$ cat src/rtl/cache_tag_ctrl_4way.sv
// Tag store and lookup/miss controller for a 4-way set-associative cache.
// Holds per-set tags, invalid bits and tree-PLRU state; refills victim ways after memory fetch.
module cache_tag_ctrl_4way #(
  parameter int TAG_W = 12,
  parameter int IDX_W = 2
) (
  input  logic                   clk,
  input  logic                   rst,
  input  logic                   req_valid,
  output logic                   req_ready,
  input  logic [TAG_W+IDX_W-1:0] req_addr,
  output logic [TAG_W-1:0]       tag_w0,
  output logic [TAG_W-1:0]       tag_w1,
  output logic [TAG_W-1:0]       tag_w2,
  output logic [TAG_W-1:0]       tag_w3,
  output logic                   inv_w0,
  output logic                   inv_w1,
  output logic                   inv_w2,
  output logic                   inv_w3,
  output logic [TAG_W-1:0]       cmp_addr,
  input  logic                   hit_in,
  input  logic [1:0]             hit_way_in,
  output logic                   mem_req,
  output logic [TAG_W+IDX_W-1:0] mem_addr,
  input  logic                   mem_ack,
  output logic                   resp_valid,
  output logic                   resp_hit,
  output logic [1:0]             resp_way
);

  localparam int AW    = TAG_W + IDX_W;
  localparam int NSETS = 1 << IDX_W;

  typedef enum logic [2:0] {
    IDLE,
    LOOKUP,
    MISS,
    FILL,
    RESP
  } state_t;

  state_t state, state_nxt;

  logic [AW-1:0]    lat_addr;
  logic [IDX_W-1:0] set_idx;
  logic [TAG_W-1:0] lat_tag;
  logic             hit_r;
  logic [1:0]       way_r;

  logic [TAG_W-1:0] tag_mem  [NSETS][4];
  logic [3:0]       inv_mem  [NSETS];
  logic [2:0]       plru_mem [NSETS];

  logic [3:0]       cur_inv;
  logic [2:0]       cur_plru;
  logic [1:0]       victim;
  logic             plru_we;
  logic [1:0]       plru_way;
  logic             fill_we;

  assign set_idx  = lat_addr[IDX_W-1:0];
  assign lat_tag  = lat_addr[AW-1:IDX_W];
  assign cur_inv  = inv_mem[set_idx];
  assign cur_plru = plru_mem[set_idx];

  assign tag_w0   = tag_mem[set_idx][0];
  assign tag_w1   = tag_mem[set_idx][1];
  assign tag_w2   = tag_mem[set_idx][2];
  assign tag_w3   = tag_mem[set_idx][3];
  assign inv_w0   = cur_inv[0];
  assign inv_w1   = cur_inv[1];
  assign inv_w2   = cur_inv[2];
  assign inv_w3   = cur_inv[3];
  assign cmp_addr = lat_tag;
  assign mem_addr = lat_addr;
  assign resp_hit = hit_r;
  assign resp_way = way_r;

  // Point the tree away from the way just used: root to the other half, pair bit to the sibling.
  function automatic logic [2:0] plru_touch(input logic [2:0] bits, input logic [1:0] way);
    logic [2:0] r;
    r = bits;
    case (way)
      2'd0: begin r[0] = 1'b1; r[1] = 1'b1; end
      2'd1: begin r[0] = 1'b1; r[1] = 1'b0; end
      2'd2: begin r[0] = 1'b0; r[2] = 1'b1; end
      default: begin r[0] = 1'b0; r[2] = 1'b0; end
    endcase
    return r;
  endfunction

  // Lowest-index invalid way wins; the descending loop lets lower ways overwrite higher ones.
  always_comb begin
    // NOTE: every combinational output gets a default first so no path can infer a latch.
    victim = cur_plru[0] ? (cur_plru[2] ? 2'd3 : 2'd2) : (cur_plru[1] ? 2'd1 : 2'd0);
    for (int w = 3; w >= 0; w--) begin
      if (cur_inv[w]) victim = 2'(w);
    end
  end

  always_comb begin
    state_nxt  = state;
    req_ready  = 1'b0;
    mem_req    = 1'b0;
    resp_valid = 1'b0;
    plru_we    = 1'b0;
    plru_way   = way_r;
    fill_we    = 1'b0;
    case (state)
      IDLE: begin
        req_ready = 1'b1;
        if (req_valid) state_nxt = LOOKUP;
      end
      LOOKUP: begin
        if (hit_in) begin
          plru_we   = 1'b1;
          plru_way  = hit_way_in;
          state_nxt = RESP;
        end else begin
          state_nxt = MISS;
        end
      end
      MISS: begin
        mem_req = 1'b1;
        if (mem_ack) state_nxt = FILL;
      end
      FILL: begin
        fill_we   = 1'b1;
        plru_we   = 1'b1;
        state_nxt = RESP;
      end
      RESP: begin
        resp_valid = 1'b1;
        state_nxt  = IDLE;
      end
      default: state_nxt = IDLE;
    endcase
  end

  always_ff @(posedge clk or posedge rst) begin
    if (rst) begin
      state    <= IDLE;
      lat_addr <= '0;
      hit_r    <= 1'b0;
      way_r    <= 2'd0;
    end else begin
      // NOTE: sequential state uses non-blocking assignments so all registers update from pre-edge values.
      state <= state_nxt;
      if (state == IDLE && req_valid) lat_addr <= req_addr;
      if (state == LOOKUP) begin
        hit_r <= hit_in;
        way_r <= hit_in ? hit_way_in : victim;
      end
    end
  end

  // NOTE: the tag/valid/PLRU store is reset on purpose: a cold cache must start with every way
  // invalid, so these arrays are flops with async clear rather than an uninitialised RAM.
  always_ff @(posedge clk or posedge rst) begin
    if (rst) begin
      for (int s = 0; s < NSETS; s++) begin
        inv_mem[s]  <= '1;
        plru_mem[s] <= '0;
        for (int w = 0; w < 4; w++) tag_mem[s][w] <= '0;
      end
    end else begin
      if (fill_we) begin
        tag_mem[set_idx][way_r] <= lat_tag;
        inv_mem[set_idx][way_r] <= 1'b0;
      end
      if (plru_we) plru_mem[set_idx] <= plru_touch(cur_plru, plru_way);
    end
  end

endmodule
$ cat config.mk
export PLATFORM = sky130hd
export DESIGN_NAME = cache_tag_ctrl_4way
export DESIGN_NICKNAME = d
export VERILOG_FILES = /design/src/rtl/cache_tag_ctrl_4way.sv
export SDC_FILE = /design/constraint.sdc
export NUM_CORES = 1
export LEC_CHECK = 0
export CAP_MARGIN = 20
export CORE_MARGIN = 5
export CORE_UTILIZATION = 41
export CTS_CLUSTER_DIAMETER = 30
export CTS_CLUSTER_SIZE = 30
export DETAILED_ROUTE_END_ITERATION = 8
export GPL_TIMING_DRIVEN = 0
export PLACE_DENSITY = 0.68
export SYNTH_ARGS = -nofsm -noshare
export SYNTH_HDL_FRONTEND = slang
export SYNTH_SLANG_ARGS = --single-unit
$ cat constraint.sdc
create_clock -name clk -period 15.7 [get_ports clk]
set_clock_uncertainty 0.1 [all_clocks]
set_input_delay 4.71 -clock clk [delete_from_list [all_inputs] [get_ports clk]]
set_output_delay 4.71 -clock clk [all_outputs]
set_load 0.02 [all_outputs]
==> Word-level counts from Yosys, hierarchy flattened <==
Index checks and enable logic that the tools add are counted.
{ "classes": {"n_addsub": 0, "multipliers": 0, "div": 0, "order_cmp": 6, "eq_ne": 8, "shift": 0, "n_mux": 47, "n_bitwise": 4, "n_reduce_logical": 8} }
{ "op_table": {"columns": ["op", "count"], "rows": [
  ["$bwmux W192", 1],
  ["$mux W48", 3],
  ["$bmux W48 S2", 1],
  ["$demux W48 S2", 1],
  ["$demux W12 S2", 1],
  ["$mux W3", 6],
  ["$and A16 B16 Y16", 1],
  ["$mux W2", 8],
  ["$not A16 Y16", 1],
  ["$bwmux W12", 1],
  ["$mux W1", 12],
  ["$mux W12", 1],
  ["$mux W4", 3],
  ["$pmux W3 S4", 1],
  ["$bmux W4 S2", 1],
  ["$demux W4 S2", 1],
  ["$bmux W3 S2", 1],
  ["$demux W3 S2", 1],
  ["$eq A3 B2 Y1 const B", 2],
  ["$ge A3 B3 Y1 const B", 2],
  ["$lt A3 B1 Y1 const B", 2],
  ["$not A2 Y3", 2],
  ["$pmux W1 S2", 3],
  ["$logic_and A1 B1 Y1", 4],
  ["other kinds (12)", 13]
]} }
{ "word_totals": {"reg_bits": 240, "latchBits": 0, "ramBits": 0, "mem_bits_ro": 0, "output_inout_bits": 84, "elab_cells": 101, "memories": 0} }

==> Longest topological paths before layout <==
Gate-level depths: netlist of run 1.
{ "logic_depth": {"word_depth": 11, "ltp_mapped": 6, "mapped_depth_nobuf": 4} }

==> Worst setup path before layout of run 1 <==
No wires, ideal clock.
{ "synth_path": {"path_type": "reg-to-output", "from": "register lat_addr[1] (netlist: mem_addr[1])", "to": "output tag_w0[10]", "t_arrival_ps": 1883, "t_required_ps": 10890, "slack_ps": 9007, "stages_incl_launch_ff": 6, "cell_sequence": "dfrtp_1 buf_2 buf_2 clkbuf_1 buf_2 mux4_2"} }
{ "synth_between": {"elab_chain_len": 4} }
{ "synth_lines": {"columns": ["item", "line_no", "source"], "rows": [
  ["start: declaration", "44", "logic [AW-1:0] lat_addr;"],
  ["start signal: assignment", "149", "if (state == IDLE && req_valid) lat_addr <= req_addr;"],
  ["$not A2 Y3 (not written as such)", "66", "assign tag_w0 = tag_mem[set_idx][0];"],
  ["$bmux W48 S2", "66", null],
  ["$mux W48 (2 in a row)", null, null],
  ["end: declaration", "12", "output logic [TAG_W-1:0] tag_w0,"]
]} }
Every way passes these cells. The select of a mux whose other input is x is not followed.

==> Worst setup path after layout of run 1 <==
{ "layout_path": {"from": "register lat_addr[1] (netlist: mem_addr[1])", "to": "output tag_w0[8]"} }
Same word-level chain as after synthesis.

==> results of run 1 <==
==> how the worst min path moves through the flow <==
stage	start	end	slack, ps	depth (start not counted)
2_1_floorplan	inv_mem[11]$_DFFE_PP1P_	inv_mem[11]$_DFFE_PP1P_	360	1
3_3_place_gp	resp_hit$_DFFE_PP0N_	resp_hit$_DFFE_PP0N_	370	2
3_5_place_dp	inv_mem[5]$_DFFE_PP1P_	inv_mem[5]$_DFFE_PP1P_	370	1
4_1_cts	inv_mem[5]$_DFFE_PP1P_	inv_mem[5]$_DFFE_PP1P_	380	1
5_1_grt	inv_mem[5]$_DFFE_PP1P_	inv_mem[5]$_DFFE_PP1P_	390	1
6_report	inv_mem[11]$_DFFE_PP1P_	inv_mem[11]$_DFFE_PP1P_	380	1
==> layout by cell type (no fill, tap or decap), types with 12 or more instances in the layout <==
cell type,n
clkbuf_1,20
dfrtp_1,224
dfstp_2,16
nor2_1,12
buf_4,13
clkbuf_16,50
mux2_2,219
mux4_2,55
buf_2,27
clkdlybuf4s50_1,103
==> sequential cells by signal, indices dropped and copies added (netlist names) <==
| name | flops |
|---|---|
| inv_mem | 16 |
| mem_addr | 14 |
| plru_mem | 12 |
| resp_hit | 1 |
| resp_way | 2 |
| state | 3 |
| tag_mem | 192 |
==> metal layers <==
layer  track usage [%]  up-vias  part of all wire [%]
li1                  -     2721                     -
met1              25.0     3343                    45
met2              27.3      175                    47
met3              4.34       42                   6.4
met4              4.76        0                   2.0
met5                 0        -                     0
==> power by group <==
part	switching, mW	internal, mW	leakage (nW)
Clock	0.348	0.648	0.778
Sequential	0.151	0.835	3.18
Combinational	0.482	0.542	2.31
==> layout make-up <==
class                   instances  area (um^2)  share of cell area, %
well taps                     330          413                   3.02
plain buffers                  61          334                   2.44
clock buffers                  58         1340                   9.81
flip-flops and latches        240         6030                   44.1
clock inverters                32          288                   2.10
inverters                       4         22.5                  0.165
repair buffers                105         1090                   7.94
multi-input cells             349         4170                   30.5
==> kinds of logic after synthesis <==
logic type             count (synthesis)  share of synthesized area, %
and+or+nand+nor                       63                          3.41
muxes                                276                          35.3
AOI/OAI and AO/OA                     10                         0.795
DFF                                  240                          57.2
buffers and inverters                 65                          3.31
==> through the flow <==
| stage | hold slack [ps] | worst slack, ps |
|---|---|---|
| 2_1_floorplan | 363 | 4330 |
| 3_3_place_gp | 369 | 1130 |
| 3_5_place_dp | 372 | 8060 |
| 4_1_cts | 381 | 7480 |
| 5_1_grt | 388 | 7380 |
| 6_report | 379 | 7540 |
==> worst register-to-register path, stage by stage (launching register included) <==
cell and delay (ps):
dfrtp_1 460, and3b_1 310, nand3_1 190, nor3_1 590
buf_4 330, mux2_2 360
==> metrics.md, run 1 <==
| Metric | Value |
|---|---|
| Proportion of synthesized chip area in sequential cells | between 50% and 60% |
| Total of fill cells in the finished design | 2105 |
| Buffering stage count on the worst path with inverters included | 5 |
| Number of max-slew violations in the final report | 0 |
| Wire length of the first global-routing pass | 39900 um |
| Area of the placeable core | 0.0253 mm^2 |
| TritonCTS buffer count | 48 |
| Cell types occupying the most area after synthesis | dfrtp_1 53%, mux2_2 23%, mux4_2 12% |
| Most common flop cell mapped by yosys | dfrtp_1 |
| Routed Wire Length | between 20000 and 25000 um |
| Arrival time at the worst endpoint | 3350 ps |
| Worst R2R Path Depth | 5 |
| Antenna violations before repair | 0 |
| TritonCTS clock tree | built |
| Vias per inst | 5.33 |
| DR WL/cell | between 20 and 25 um |
| Total number of yosys warnings | 0 |
| Top-level I/O count | between 100 and 150 |
| Final worst path period share | 52.0% |
| Synthesis-stage register bit count | 240 |
| Sinks on Clock Net | 240 |
| DRC violations left | 0 |
| Max-Cap Viols | 0 |
| Top-area cell type share of the netlist area | a little over half |
| Number of nets with antenna violations after detailed routing | 0 |
| Worst Path Class, Setup | reg2out |
| Total count of hold-check failures in the final report | 0 |
| Die outline width | 170 um |
| Number of nets in the final layout | 830 |
| Count of buffers added by post-CTS timing repair for setup | 0 |
| H-Tree Level Count | 2 |
| Placer's final routability congestion estimate | 0.750 |
| Worst slew margin relative to its limit | 40.2% |
| Area overhead of the layout relative to synthesis | 29.7% |
| Worst reg-to-reg setup slack | approximately 13000 ps |
| Placed cell count | 1089 |
| Setup-failing EPs final | 0 |
| Cell mode on critical path | buf_2 |
| Most common cell in the synthesized netlist | dfrtp_1 |
| Largest stage delay, worst path | 580 ps |
| Setup TNS | 0 ps |
| Family of cells with the greatest summed delay on the critical path | buffers and inverters |
| Inserted Diodes | 0 |
| WP data required | 10890 ps |
| Critical path's slowest cell | clkbuf_1 |
| Detail Placement HPWL | around 16000 um |
| Last element of the critical path | tag_w0[8] |
| Global-route total usage across every layer | 17.6% |
| Setup crit start kind | register |
| Die Area | 0.0290 mm^2 |
| Syn Nets | 675 |
| Pin slew with the least headroom to its limit | 897 ps |
| Fmax | 123 MHz |
| Avg Cell Area, Syn | 16.1 um^2 |
| Final worst path period need | 8160 ps |
| Share of the core filled with cells in the final layout | 54.2% |
| Post-layout power | 3.01 mW |
| Total congestion overflow after global routing | 0 |
| Worst Setup End Kind | primary output |
| Dominant cell type by area after synthesis | dfrtp_1 |
| Count of buffers from port buffering | just over 100 |
| Unrepaired setup endpoints after global routing | no |
| Worst vdd ir | about 0.00012 V |
| Count of TritonRoute iterations in the first routing pass | 5 |
| Levels on crit path | 6 |
| Share of final-layout standard cells stronger than drive strength 1 | 50.2% |
| Worst-path clk slew | around 50 ps |
| 1st-iter DRT viols | 435 |
| Total leakage power | approximately 6.3 nW |
| Worst setup path startpoint | mem_addr[1]$_DFFE_PP0P_ |
| Share of synthesized flip-flops with an asynchronous set or reset | 100% |
| FP Rows | between 50 and 60 |
| Outcome | finished clean |
| Crit path max fanout | 10 |
| Hold Crit Class | reg2reg |
| Total vias in the final route | 6281 |
| Power per cell area | 220 mW/mm^2 |
| CTS Hold Buffers Added | 0 |
| Largest net degree at the start of global routing | 93 |
| Clock root buffer master | clkbuf_16 |
| Die boundary height | 170 um |
| Mapped cell area | about 0.011 mm^2 |
| Cells after Synth | 654 |
| Sequence of cells on the critical path | buf_2 > buf_2 > clkbuf_1 > buf_2 > mux4_2 > clkdlybuf4s50_1 |
| CTS resizes | 0 |
| Library cells used by synthesis | 32 |
| Worst reg2reg startpoint | state[2]$_DFFE_PP0P_ |
| Maximum count of clock buffers along a single path | 3 |
| Top post-synthesis cells by count | 224 x dfrtp_1, 219 x mux2_2, 55 x mux4_2 |
| Area post-placement | 0.0120 mm^2 |
| Starting density of the core | between 40% and 50% |
| Final non-filler cell area | 0.0137 mm^2 |
| Clock latency reported for the late side of the worst-skew pair | 540 ps |
| Vias in the first global route | 6805 |
| Critical R2R Capture | tag_mem[44]$_DFFE_PP0P_ |
| Final Instance Count excl. Fillers | 1179 |
| Post-synth EDFFs | 0 |
Power figures use the tool's default switching activity.
==> run 2, diff against run 1 <==
==> constraint.sdc (replaced) <==
create_clock -name clk -period 8.1 [get_ports clk]
set_clock_uncertainty 0.1 [all_clocks]
set_input_delay 2.43 -clock clk [delete_from_list [all_inputs] [get_ports clk]]
set_output_delay 2.43 -clock clk [all_outputs]
set_load 0.02 [all_outputs]
==> metrics.md, run 2 (synthesis results as in run 1) <==
| Metric | Value |
|---|---|
| Outcome | finished clean |
| Arrival time at the worst endpoint | between 3000 and 4000 ps |
| Final Instance Count excl. Fillers | 1180 |
| Hold slack final | 381 ps |
| Worst Setup End Kind | primary output |
| Worst slew margin relative to its limit | 34.6% |
| Leading cell type in the layout, fill and taps excluded | dfrtp_1 |
| Worst Slack Setup Final | 2170 ps |
| Final non-filler cell area | 0.0138 mm^2 |
| Setup TNS | 0 ps |
| Pin slew with the least headroom to its limit | 980 ps |
| Wire length of the first global-routing pass | 40100 um |
| Unrepaired setup endpoints after global routing | no |
| CTS resizes | 0 |
| Area taken by flip-flops and latches | 0.00603 mm^2 |
| Critical path's slowest cell | clkbuf_1 |
| Most used cells in the layout excluding fill and tap cells | 224 x dfrtp_1, 219 x mux2_2, 103 x clkdlybuf4s50_1 |
| Post-layout power | 5.90 mW |
| WP data required | 5570 ps |
| Share of final-layout standard cells stronger than drive strength 1 | about half |
| Die Area | slightly below 0.03 mm^2 |
| Vias in the first global route | 6798 |
| Final worst path period need | 5930 ps |
| Area post-placement | roughly 0.012 mm^2 |
| Top-level I/O count | between 100 and 150 |
| Antenna violations before repair | 0 |
| Cell mode on critical path | buf_2 |
| Count of buffers added by post-CTS timing repair for setup | 0 |
| Count of buffers from port buffering | around 100 |
| Total of fill cells in the finished design | between 2000 and 2500 |
| Setup-failing EPs final | 0 |
| Placer's final routability congestion estimate | 0.755 |
| Number of nets with antenna violations after detailed routing | 0 |
| Number of nets in the final layout | 833 |
| Number of max-slew violations in the final report | 0 |
| Clock root buffer master | clkbuf_16 |
| Die boundary height | ~170 um |
| Total vias in the final route | 6239 |
| Worst-path clk slew | 50 ps |
| 1st-iter DRT viols | 407 |
| Largest net degree at the start of global routing | 40 |
| Setup crit start kind | register |
| DRC violations left | 0 |
| Total congestion overflow after global routing | 0 |
| Total count of hold-check failures in the final report | 0 |
| Max-Cap Viols | 0 |
| Maximum count of clock buffers along a single path | 3 |
| Sequence of cells on the critical path | buf_2 > buf_2 > clkbuf_1 > buf_2 > mux4_2 > clkdlybuf4s50_1 |
| TritonCTS clock tree | built |
| Hold Crit Class | reg2reg |
| Worst Path Class, Setup | reg2out |
| Area of the placeable core | 0.0253 mm^2 |
| Area overhead of the layout relative to synthesis | 30.8% |
| CTS Hold Buffers Added | 0 |
| Worst reg-to-reg setup slack | 5600 ps |
| Starting density of the core | 41.7% |
| Inserted Diodes | 0 |
| H-Tree Level Count | 2 |
| Total leakage power | around 6.3 nW |
| TritonCTS buffer count | between 40 and 50 |
| Vias per inst | 5.29 |
| Dpl ws | 2690 ps |
| Count of TritonRoute iterations in the first routing pass | 4 |
| Worst vdd ir | around 0.00027 V |
| Final worst path period share | 73.2% |
| Fmax | 169 MHz |
| Power per cell area | approximately 430 mW/mm^2 |
| Placed cell count | 1094 |
| Most flops, register | tag_mem |
| Max FFs per register | 192 |
| DR WL/cell | ~21 um |
| Routed Wire Length | 25200 um |
| Clock latency reported for the late side of the worst-skew pair | between 500 and 600 ps |
| Global-route total usage across every layer | 17.8% |
| Largest stage delay, worst path | 560 ps |
| Crit path max fanout | 10 |
| Share of the core filled with cells in the final layout | 54.6% |
| Detail Placement HPWL | 17100 um |
| FP Rows | slightly below 60 |
| Multi-input gate area in the final layout | 0.00417 mm^2 |
| Die outline width | 170 um |
| Sinks on Clock Net | 240 |
## run 2: layout make-up
type	count	area share, %
Sequential cell	240	43.7
Multi-Input combinational cell	349	30.2
Clock buffer	63	9.62
Timing Repair Buffer	110	8.49
Tap cell	330	2.99
Buffer	61	2.42
Clock inverter	23	2.40
Inverter	4	0.136
## run 2: critical path: cells and delay by family (launching register included)
kind                   cells  cell delay [ps]
buffers and inverters      5             2150
flip-flops                 1              340
multiplexers               1              380
## run 2: worst paths after layout
kind	start	end	depth (start not counted)
max in group asynchronous	rst	inv_mem[5]$_DFFE_PP1P_	5
max	mem_addr[1]$_DFFE_PP0P_	tag_w0[10]	6
min	inv_mem[7]$_DFFE_PP1P_	inv_mem[7]$_DFFE_PP1P_	1
min reg2reg	inv_mem[7]$_DFFE_PP1P_	inv_mem[7]$_DFFE_PP1P_	1
min in group asynchronous	rst	tag_mem[57]$_DFFE_PP0P_	2
max reg2reg	state[2]$_DFFE_PP0P_	tag_mem[11]$_DFFE_PP0P_	5
## run 2: power breakdown
part | switching, mW | internal, mW
registers | 0.293 | 1.62
logic | 0.936 | 1.06
clock network | 0.627 | 1.37
## run 2: metal layers
metal / vias to the layer above / track usage (%) / part of all wire, %
met2: 163 / 28.6 / 49
met4: 0 / 4.20 / 1.7
met5: - / 0 / 0
met3: 35 / 3.58 / 5.1
met1: 3310 / 25.1 / 45
li1: 2731 / - / -
==> run 3, diff against run 2 <==
--- a/config.mk
+++ b/config.mk
@@ -12,7 +12,7 @@
 export CTS_CLUSTER_SIZE = 30
 export DETAILED_ROUTE_END_ITERATION = 8
 export GPL_TIMING_DRIVEN = 0
-export PLACE_DENSITY = 0.68
+export PLACE_DENSITY = 0.7
 export SYNTH_ARGS = -nofsm -noshare
 export SYNTH_HDL_FRONTEND = slang
 export SYNTH_SLANG_ARGS = --single-unit
==> constraint.sdc (replaced) <==
create_clock -name clk -period 4.9 [get_ports clk]
set_clock_uncertainty 0.1 [all_clocks]
set_input_delay 1.47 -clock clk [delete_from_list [all_inputs] [get_ports clk]]
set_output_delay 1.47 -clock clk [all_outputs]
set_load 0.02 [all_outputs]
==> metrics.md, run 3 (synthesis results as in run 1) <==
| Metric | Value |
|---|---|
| Count of buffers added by post-CTS timing repair for setup | 0 |
| Post-layout power | 9.73 mW |
| Unrepaired setup endpoints after global routing | no |
| Final worst path period need | 4780 ps |
| Vias in the first global route | just under 7000 |
| Share of the core filled with cells in the final layout | a little over half |
| Setup TNS | 0 ps |
| Clock root buffer master | clkbuf_16 |
| Final worst path period share | 97.5% |
| Placer's final routability congestion estimate | 0.776 |
| Total vias in the final route | 6285 |
| Crit path max fanout | 10 |
| TritonCTS buffer count | 47 |
| Number of max-slew violations in the final report | 0 |
| Setup crit start kind | register |
| Number of nets with antenna violations after detailed routing | 0 |
| Count of TritonRoute iterations in the first routing pass | 4 |
| Hold Crit Class | reg2reg |
| 1st-iter DRT viols | 299 |
| Number of nets in the final layout | 833 |
| Maximum count of clock buffers along a single path | 3 |
| Largest net degree at the start of global routing | 42 |
| Most flops, register | tag_mem |
| Inserted Diodes | 0 |
| Max FFs per register | 192 |
| Die outline width | 170 um |
| Sequence of cells on the critical path | buf_2 > buf_2 > clkbuf_1 > mux4_2 > clkdlybuf4s50_1 |
| Worst slew margin relative to its limit | a little under 40% |
| Critical path's slowest cell | clkbuf_1 |
| Total leakage power | 6.34 nW |
| Area taken by flip-flops and latches | 0.00603 mm^2 |
| Final Instance Count excl. Fillers | 1180 |
| Vias per inst | 5.33 |
| Total congestion overflow after global routing | 0 |
| Die Area | 0.0290 mm^2 |
| Placed cell count | 1093 |
| Worst vdd ir | 0.000394 V |
| Max-Cap Viols | 0 |
| Clock latency reported for the late side of the worst-skew pair | 520 ps |
| DR WL/cell | 21.1 um |
| Area overhead of the layout relative to synthesis | 30.7% |
| WP data required | approximately 3300 ps |
| Outcome | finished clean |
| Leading cell type in the layout, fill and taps excluded | dfrtp_1 |
| Worst-path clk slew | 50 ps |
| TritonCTS clock tree | built |
| Worst Setup End Kind | primary output |
| FP Rows | 58 |
| Sinks on Clock Net | 240 |
| Total of fill cells in the finished design | 2061 |
| Die boundary height | 170 um |
| Most used cells in the layout excluding fill and tap cells | 224 x dfrtp_1, 219 x mux2_2, 103 x clkdlybuf4s50_1 |
| Total count of hold-check failures in the final report | 0 |
| Count of buffers from port buffering | roughly 100 |
| Pin slew with the least headroom to its limit | 918 ps |
| H-Tree Level Count | 2 |
| Multi-input gate area in the final layout | about 0.0042 mm^2 |
| Cell mode on critical path | buf_2 |
| Share of final-layout standard cells stronger than drive strength 1 | 49.8% |
| DRC violations left | 0 |
| Arrival time at the worst endpoint | around 3200 ps |
| Buffering stage count on the worst path with inverters included | 4 |
| Routed Wire Length | 24900 um |
| Setup-failing EPs final | 0 |
| Fmax | 209 MHz |
| CTS Hold Buffers Added | 0 |
| Worst Path Class, Setup | reg2out |
| Largest stage delay, worst path | 720 ps |
| Family of cells with the greatest summed delay on the critical path | buffers and inverters |
| Top-level I/O count | 105 |
| Starting density of the core | 41.7% |
| Detail Placement HPWL | 16700 um |
| Wire length of the first global-routing pass | 40000 um |
| Global-route total usage across every layer | 17.6% |
| Antenna violations before repair | 0 |
| Area of the placeable core | 0.0253 mm^2 |
| Power per cell area | 706 mW/mm^2 |
## run 3: cell type report
cell class                 count  share of cell area (%)
multi-input combinational    349                    30.2
timing repair buffer         109                    8.35
tap                          330                    3.00
clock buffer                  66                    10.1
sequential                   240                    43.7
clock inverter                21                    1.96
buffer                        61                    2.48
inverter                       4                   0.136
## run 3: metal layers
layer,global-route usage [%],vias to the layer above,wire length (um)
met5,0,-,0
met4,4.69,0,472
met3,3.97,42,1370
met2,28.6,166,12100
met1,24.2,3351,11000
li1,-,2726,-
## run 3: path summary, 6_finish.rpt
kind / from / endpoint / slack [ps] / depth (start not counted)
min reg2reg: inv_mem[1]$_DFFE_PP1P_ / inv_mem[1]$_DFFE_PP1P_ / 380 / 1
max reg2reg: state[2]$_DFFE_PP0P_ / tag_mem[39]$_DFFE_PP0P_ / 2480 / 5
max in group asynchronous: rst / tag_mem[108]$_DFFE_PP0P_ / 2340 / 5
min: inv_mem[1]$_DFFE_PP1P_ / inv_mem[1]$_DFFE_PP1P_ / 380 / 1
min in group asynchronous: rst / tag_mem[119]$_DFFE_PP0P_ / 1240 / 2
max: mem_addr[1]$_DFFE_PP0P_ / tag_w1[7] / 120 / 5
## run 3: power by group
group / internal (mW) / switching [mW]
combinational: 1.75 / 1.55
sequential: 2.68 / 0.484
clock: 2.28 / 1.00
total: 6.70 / 3.03
## run 3: repair_timing
| action | in CTS | in global routing |
|---|---|---|
| hold endpoints to repair | 0 | 0 |
| resized for setup | 1 | 2 |
| pin swaps | 0 | 0 |
| endpoints found under the setup margin | 9 | 2 |
## run 3: worst reg2reg max path: cells and delay by family, from the launching register on
| kind | cells | cell delay (ps) |
|---|---|---|
| and+or+nand+nor | 3 | 1080 |
| muxes | 1 | 360 |
| DFF | 1 | 430 |
| buffers and inverters | 1 | 340 |
## run 3: metrics by stage
step	setup slack, ps	hold slack [ps]	instance area, um^2
finish	121	383	13800
global placement	-1660	369	12000
detailed placement	486	368	12100
CTS	118	384	13800
global route	11.6	392	13800
floorplan	195	363	10500
